## src/rtl/rot_pkg.sv

```systemverilog
// Shared types and ASCII constants for the rotation command parser.
package rot_pkg;

  localparam int unsigned DIS_W_DEF = 10;

  typedef enum logic [1:0] {
    StIdle,
    StDigits,
    StSkip,
    StEmit
  } state_e;

  localparam logic [7:0] CH_L  = 8'h4C;
  localparam logic [7:0] CH_R  = 8'h52;
  localparam logic [7:0] CH_LF = 8'h0A;
  localparam logic [7:0] CH_CR = 8'h0D;
  localparam logic [7:0] CH_SP = 8'h20;
  localparam logic [7:0] CH_0  = 8'h30;
  localparam logic [7:0] CH_9  = 8'h39;

  function automatic logic is_digit(input logic [7:0] c);
    return (c >= CH_0) && (c <= CH_9);
  endfunction

endpackage

```

## src/rtl/dec_accum.sv

```systemverilog
// Decimal accumulator with sticky overflow; value saturates to all-ones once overflowed.
module dec_accum #(
  parameter int unsigned DIS_W = 10
) (
  input  logic             clk,
  input  logic             rstn,
  input  logic             clr,
  input  logic             load,
  input  logic [3:0]       digit,
  output logic [DIS_W-1:0] value,
  output logic             ovf
);

  localparam int unsigned AW = DIS_W + 4;
  localparam logic [AW-1:0] MaxVal = {4'b0000, {DIS_W{1'b1}}};

  logic [AW-1:0] acc_q, acc_d, prod;
  logic          ovf_q, ovf_d;

  always_comb begin
    // acc never exceeds MaxVal, so acc*10+9 always fits in AW bits
    prod  = (acc_q << 3) + (acc_q << 1) + {{DIS_W{1'b0}}, digit};
    acc_d = acc_q;
    ovf_d = ovf_q;
    if (clr) begin
      acc_d = '0;
      ovf_d = 1'b0;
    end else if (load && !ovf_q) begin
      if (prod > MaxVal) begin
        ovf_d = 1'b1;
      end else begin
        acc_d = prod;
      end
    end
  end

  always_ff @(posedge clk or negedge rstn) begin
    if (!rstn) begin
      acc_q <= '0;
      ovf_q <= 1'b0;
    end else begin
      acc_q <= acc_d;
      ovf_q <= ovf_d;
    end
  end

  assign value = ovf_q ? {DIS_W{1'b1}} : acc_q[DIS_W-1:0];
  assign ovf   = ovf_q;

endmodule

```

## src/rtl/rotation_cmd_parser.sv

```systemverilog
// ASCII "L68\n" line parser emitting (dirn, dis) commands; malformed lines dropped and counted.
// ROT_PARSER_SATURATE_EN: emit overflowed distances as all-ones instead of dropping the line.
module rotation_cmd_parser
  import rot_pkg::*;
#(
  parameter int unsigned DIS_W = DIS_W_DEF,
  parameter int unsigned CNT_W = 32
) (
  input  logic             clk,
  input  logic             rstn,
  input  logic             in_valid,
  output logic             in_ready,
  input  logic [7:0]       in_data,
  output logic             out_valid,
  input  logic             out_ready,
  output logic             out_dirn,
  output logic [DIS_W-1:0] out_dis,
  output logic [CNT_W-1:0] cmd_count,
  output logic [CNT_W-1:0] err_count,
  output logic             err_pulse
);

`ifdef ROT_PARSER_SATURATE_EN
  localparam bit SatEn = 1'b1;
`else
  localparam bit SatEn = 1'b0;
`endif

  state_e           state_q, state_d;
  logic             dirn_q, dirn_d;
  logic             seen_q, seen_d;
  logic             err_q, err_d;
  logic             cmd_inc;
  logic             acc_clr, acc_load, acc_ovf;
  logic             byte_ok;
  logic [CNT_W-1:0] cmd_q, errc_q;

  assign byte_ok = in_valid && in_ready;

  dec_accum #(
    .DIS_W(DIS_W)
  ) u_accum (
    .clk  (clk),
    .rstn (rstn),
    .clr  (acc_clr),
    .load (acc_load),
    .digit(in_data[3:0]),
    .value(out_dis),
    .ovf  (acc_ovf)
  );

  always_comb begin
    state_d  = state_q;
    dirn_d   = dirn_q;
    seen_d   = seen_q;
    err_d    = 1'b0;
    acc_clr  = 1'b0;
    acc_load = 1'b0;
    cmd_inc  = 1'b0;
    unique case (state_q)
      StIdle: begin
        if (byte_ok) begin
          if (in_data == CH_L || in_data == CH_R) begin
            dirn_d  = (in_data == CH_R);
            seen_d  = 1'b0;
            acc_clr = 1'b1;
            state_d = StDigits;
          end else if (in_data != CH_LF && in_data != CH_CR && in_data != CH_SP) begin
            err_d   = 1'b1;
            state_d = StSkip;
          end
        end
      end
      StDigits: begin
        if (byte_ok) begin
          if (is_digit(in_data)) begin
            acc_load = 1'b1;
            seen_d   = 1'b1;
          end else if (in_data == CH_LF) begin
            if (!seen_q || (acc_ovf && !SatEn)) begin
              err_d   = 1'b1;
              state_d = StIdle;
            end else begin
              state_d = StEmit;
            end
          end else if (in_data != CH_CR) begin
            err_d   = 1'b1;
            state_d = StSkip;
          end
        end
      end
      StSkip: begin
        if (byte_ok && in_data == CH_LF) state_d = StIdle;
      end
      StEmit: begin
        if (out_ready) begin
          cmd_inc = 1'b1;
          state_d = StIdle;
        end
      end
      default: state_d = StIdle;
    endcase
  end

  always_ff @(posedge clk or negedge rstn) begin
    if (!rstn) begin
      state_q <= StIdle;
      dirn_q  <= 1'b0;
      seen_q  <= 1'b0;
      err_q   <= 1'b0;
      cmd_q   <= '0;
      errc_q  <= '0;
    end else begin
      state_q <= state_d;
      dirn_q  <= dirn_d;
      seen_q  <= seen_d;
      err_q   <= err_d;
      if (cmd_inc) cmd_q <= cmd_q + 1'b1;
      if (err_d) errc_q <= errc_q + 1'b1;
    end
  end

  assign in_ready  = (state_q != StEmit);
  assign out_valid = (state_q == StEmit);
  assign out_dirn  = dirn_q;
  assign cmd_count = cmd_q;
  assign err_count = errc_q;
  assign err_pulse = err_q;

endmodule
```

## config.mk

```make
export PLATFORM = sky130hd
export DESIGN_NAME = rotation_cmd_parser
export DESIGN_NICKNAME = d
export VERILOG_FILES = /design/src/rtl/rot_pkg.sv /design/src/rtl/dec_accum.sv /design/src/rtl/rotation_cmd_parser.sv
export SDC_FILE = /design/constraint.sdc
export NUM_CORES = 1
export LEC_CHECK = 0
export CAP_MARGIN = 20
export CORE_MARGIN = 5
export CORE_UTILIZATION = 35
export CTS_BUF_LIST = sky130_fd_sc_hd__clkbuf_8
export DETAILED_ROUTE_END_ITERATION = 12
export GPL_TIMING_DRIVEN = 0
export PLACE_DENSITY = 0.66
export SLEW_MARGIN = 10
export SYNTH_ARGS = -nofsm -noshare
export SYNTH_HDL_FRONTEND = slang
export SYNTH_SLANG_ARGS = --single-unit
```

## constraint.sdc

```tcl
create_clock -name clk -period 3.9 [get_ports clk]
set_clock_uncertainty 0.1 [all_clocks]
set_input_delay 0.78 -clock clk [delete_from_list [all_inputs] [get_ports clk]]
set_output_delay 0.78 -clock clk [all_outputs]
set_load 0.005 [all_outputs]
```

==> flow_metrics.tcl <==
set metrics [dict create \
    globalRoute.totalOverflow 0 \
    drt-vias-per-instance 4.99 \
    synth_xor_xnor_area_share_pct 13.4 \
    share_of_final_layout_standard_cells_stronger_than_drive_strength_1_pct 7.58 \
    setup_repair_after_global_routing_missed_its_margin "no" \
    synth_adder_area_share_pct 7.36 \
    crit_required_ns 4.04 \
    report.final.setup_viol 0 \
    detail_route.wl_per_cell_um 14.7 \
    ctsHtreeMaxLevel 3 \
    hold_violations 0 \
    cp_max_fo 10 \
    grt_antenna_before_repair 0 \
    synth-edff-count 0 \
    fin_setup_tns_ns 0 \
    min_period_over_period_pct 91.9 \
    timing_worst_slew_pin_value_ns 0.528 \
    antennaDiodeCount 0 \
    worst_skew_pair.late_latency_ns 0.36 \
    post_synth_mux_area_share_pct 2.65 \
    drt_iter0_markers 194 \
    syn_area_per_cell_um2 10.0 \
    ys_seq_elements 83 \
    cts_setup_buffers 0 \
    wire_length_of_the_first_global_routing_pass_um 18500 \
    remaining_drc_errors 0 \
    timing.slew.headroom_pct 64.8 \
    seq_area_frac_synth_pct 44.9 \
    crit_path_start_kind "input pin" \
    outcome "finished, final reports clean" \
    core_region_area_um2 13100 \
    gr-usage-met3_pct 2.94 \
    synth_cell_types 50 \
    die-width_um 125 \
    cellLeakagePower_nw 2.96 \
    synth_top_family_by_area "simple AND/OR/NAND/NOR gates" \
    vias 3706 \
    post_synth_and_or_nand_nor_area_fraction_pct 22.6 \
    critPathKind "input pin to flop" \
    clock_sinks 83 \
    port-buffer-count 89 \
    maximum_number_of_buffers_from_clock_root_to_sink 2 \
    irDropWorstVdd_mv 0.164 \
    async_reset_ff_share_pct 100 \
    met2_usage_pct 23.6 \
    path_category_of_the_worst_min_delay_check "input pin to asynchronous set/reset pin" \
    floorplan.io_pins 90 \
    mappedNetlistNets 500 \
    busiest_layer "met2" \
    worst_ep_arrival_time_ns 3.73 \
    routed_wirelength_um 10900 \
    die_area_um2 15600 \
    max_freq_mhz 279 \
    layout.cell_area.non_filler_um2 5940 \
    timing.final.crit_period_ns 3.59 \
    cts_inserted_buffers 9 \
    first_global_vias 3831 \
    clk_pin_slew_worst_paths_ns 0.08 \
    maximum_number_of_pins_on_one_net_before_global_route_repair 46 \
    netlist_area_before_placement_um2 4620 \
    drt.antenna.violating_nets 0 \
    drt_first_pass_iters 4 \
    cellPowerDensity_nw_per_um2 297 \
    chip_height_um 125 \
    max_cap_violations 0 \
    globalplace.congestion 0.842 \
    groute.usage.overall_pct 14.2 \
    synth-compound-area-share_pct 5.87 \
    dp_hpwl_um 8220 \
    postSynthCellCount 462 \
    clock_tree_from_tritoncts "built" \
    hold_buffers 0 \
    placementRows 42 \
    ys.flop_type "dfrtp_1" \
    nets 601 \
    dp.cells 728 \
    instances_no_fill 743 \
    detailed_place.area_um2 5760 \
    ctsRootBufferMaster "clkbuf_8" \
    slew_viol_final 0 \
    critPathCaptureType "flop" \
    global_route.usage.met1_pct 18.0 \
    ys_warn_count 0 \
    effective_utilization_at_floorplan_pct 35.3 \
    area_growth_syn_to_layout_pct 28.4 \
]
## placed cells by master, fill, tap and decap left out, types with 3 or more instances in the layout
master           instances
nand2_1                 52
a21oi_1                 14
dfrtp_1                 83
o21ai_0                  7
and3_1                  19
and2_1                   4
and4_1                   6
xor2_1                  41
ha_1                    24
inv_1                   20
a21o_1                   3
nand2b_1                 7
clkdlybuf4s50_1         86
or2_2                   11
nor3_1                  22
nand3_1                 24
buf_2                    6
nor4_1                   9
buf_4                    3
clkbuf_1                 6
xnor2_1                 30
clkbuf_8                10
mux2i_1                 10
nor2_1                  14
nand4_1                 11
## through the flow
| stage | setup slack (ns) | hold WS (ns) | power (mW) | util, % |
|---|---|---|---|---|
| global placement | -1.12 | 0.359 | 1.21 | 43.8 |
| finish | 0.315 | 0.300 | 1.76 | 45.4 |
| global route | 0.0873 | 0.317 | 1.86 | 45.4 |
| floorplan | 0.517 | 0.365 | 1.07 | - |
| CTS | 0.00343 | 0.301 | 1.79 | 45.3 |
| detailed placement | -0.455 | 0.356 | 1.22 | 44.0 |
## routing by layer
layer  wire length (um)  vias to the layer above
met5                  0                        -
met3                472                       12
met1               4910                     1798
li1                   -                     1810
met2               5330                       86
met4                209                        0
## where the power goes
part | switching (mW) | total (mW) | internal (mW) | leakage, nW
logic | 0.118 | 0.244 | 0.126 | 1.73
registers | 0.0600 | 0.961 | 0.901 | 1.13
clock network | 0.314 | 0.557 | 0.243 | 0.0897
total | 0.491 | 1.76 | 1.27 | 2.96
## worst paths after layout
path | cells past startpoint | slack, ns | end | from
worst max-delay path | 13 | 0.31 | u_accum.acc_q[3]$_DFFE_PN0P_ | in_data[1]
worst min-delay path | 1 | 0.30 | cmd_count[20]$_DFFE_PN0P_ | rstn
worst max register to register | 12 | 0.72 | u_accum.acc_q[3]$_DFFE_PN0P_ | u_accum.acc_q[0]$_DFFE_PN0P_
worst min register to register | 1 | 0.37 | err_count[31]$_DFFE_PN0P_ | err_count[31]$_DFFE_PN0P_
max in group asynchronous | 2 | 2.80 | state_q[0]$_DFFE_PN0P_ | rstn
min in group clk | 1 | 0.37 | err_count[31]$_DFFE_PN0P_ | err_count[31]$_DFFE_PN0P_
## registers in the layout, indices dropped and copies added, names as in the netlist
signal and count:
cmd_count 32, err_count 32, u_accum.acc_q 13, state_q 2
err_pulse 1, out_dirn 1, seen_q 1, u_accum.ovf 1
## worst max-delay path: stages
cell and delay (ns):
clkdlybuf4s50_1 0.62, ha_1 0.20, ha_1 0.17, inv_1 0.06, fa_1 0.39, nand2b_1 0.18, a21oi_1 0.19, o21ai_0 0.14
xnor2_1 0.14, a311oi_1 0.35, o211ai_2 0.19, buf_6 0.20, mux2i_1 0.12
## repair_timing
item | CTS | global route
endpoints found under the setup margin | 10 | 13
gates resized for setup | 1 | 2
endpoints found under the hold margin | 0 | 0
pin swaps | 1 | 0
## cell usage after synthesis (6+ instances only)
cell       n  area, um^2
and4_1     6        52.6
nand4_1   11        68.8
or2_2     11        68.8
ha_1      24         300
a21oi_1   14        70.1
nor2_1    14        52.6
inv_1     19        71.3
dfrtp_1   83        2080
nor3_1    22         110
clkbuf_1   6        22.5
nand2b_1   7        43.8
o21ai_0    7        35.0
buf_2      6        30.0
xor2_1    41         359
xnor2_1   30         263
and3_1    19         119
mux2i_1   10         100
nor4_1     9        56.3
nand2_1   52         195
nand3_1   24         120
## logic make-up (layout without fill, tap and decap cells)
| group | count (synthesis) | count (layout) |
|---|---|---|
| buf+inv | 34 | 139 |
| mux | 12 | 12 |
| xor+xnor | 71 | 71 |
| flops | 83 | 83 |
| compound gates | 42 | 42 |
| simple gates | 194 | 194 |
| fa+ha+maj | 26 | 26 |
## area by class of cell
| cell class | instances | area (um^2) |
|---|---|---|
| Clock buffer | 10 | 138 |
| Sequential cell | 83 | 2080 |
| Clock inverter | 5 | 30.0 |
| Fill cell | 1224 | 7150 |
| Tap cell | 176 | 220 |
| Timing Repair Buffer | 90 | 921 |
| Inverter | 19 | 71.3 |
| Multi-Input combinational cell | 345 | 2400 |
| Buffer | 15 | 78.8 |
No activity file was read; power rests on OpenSTA's default activity.
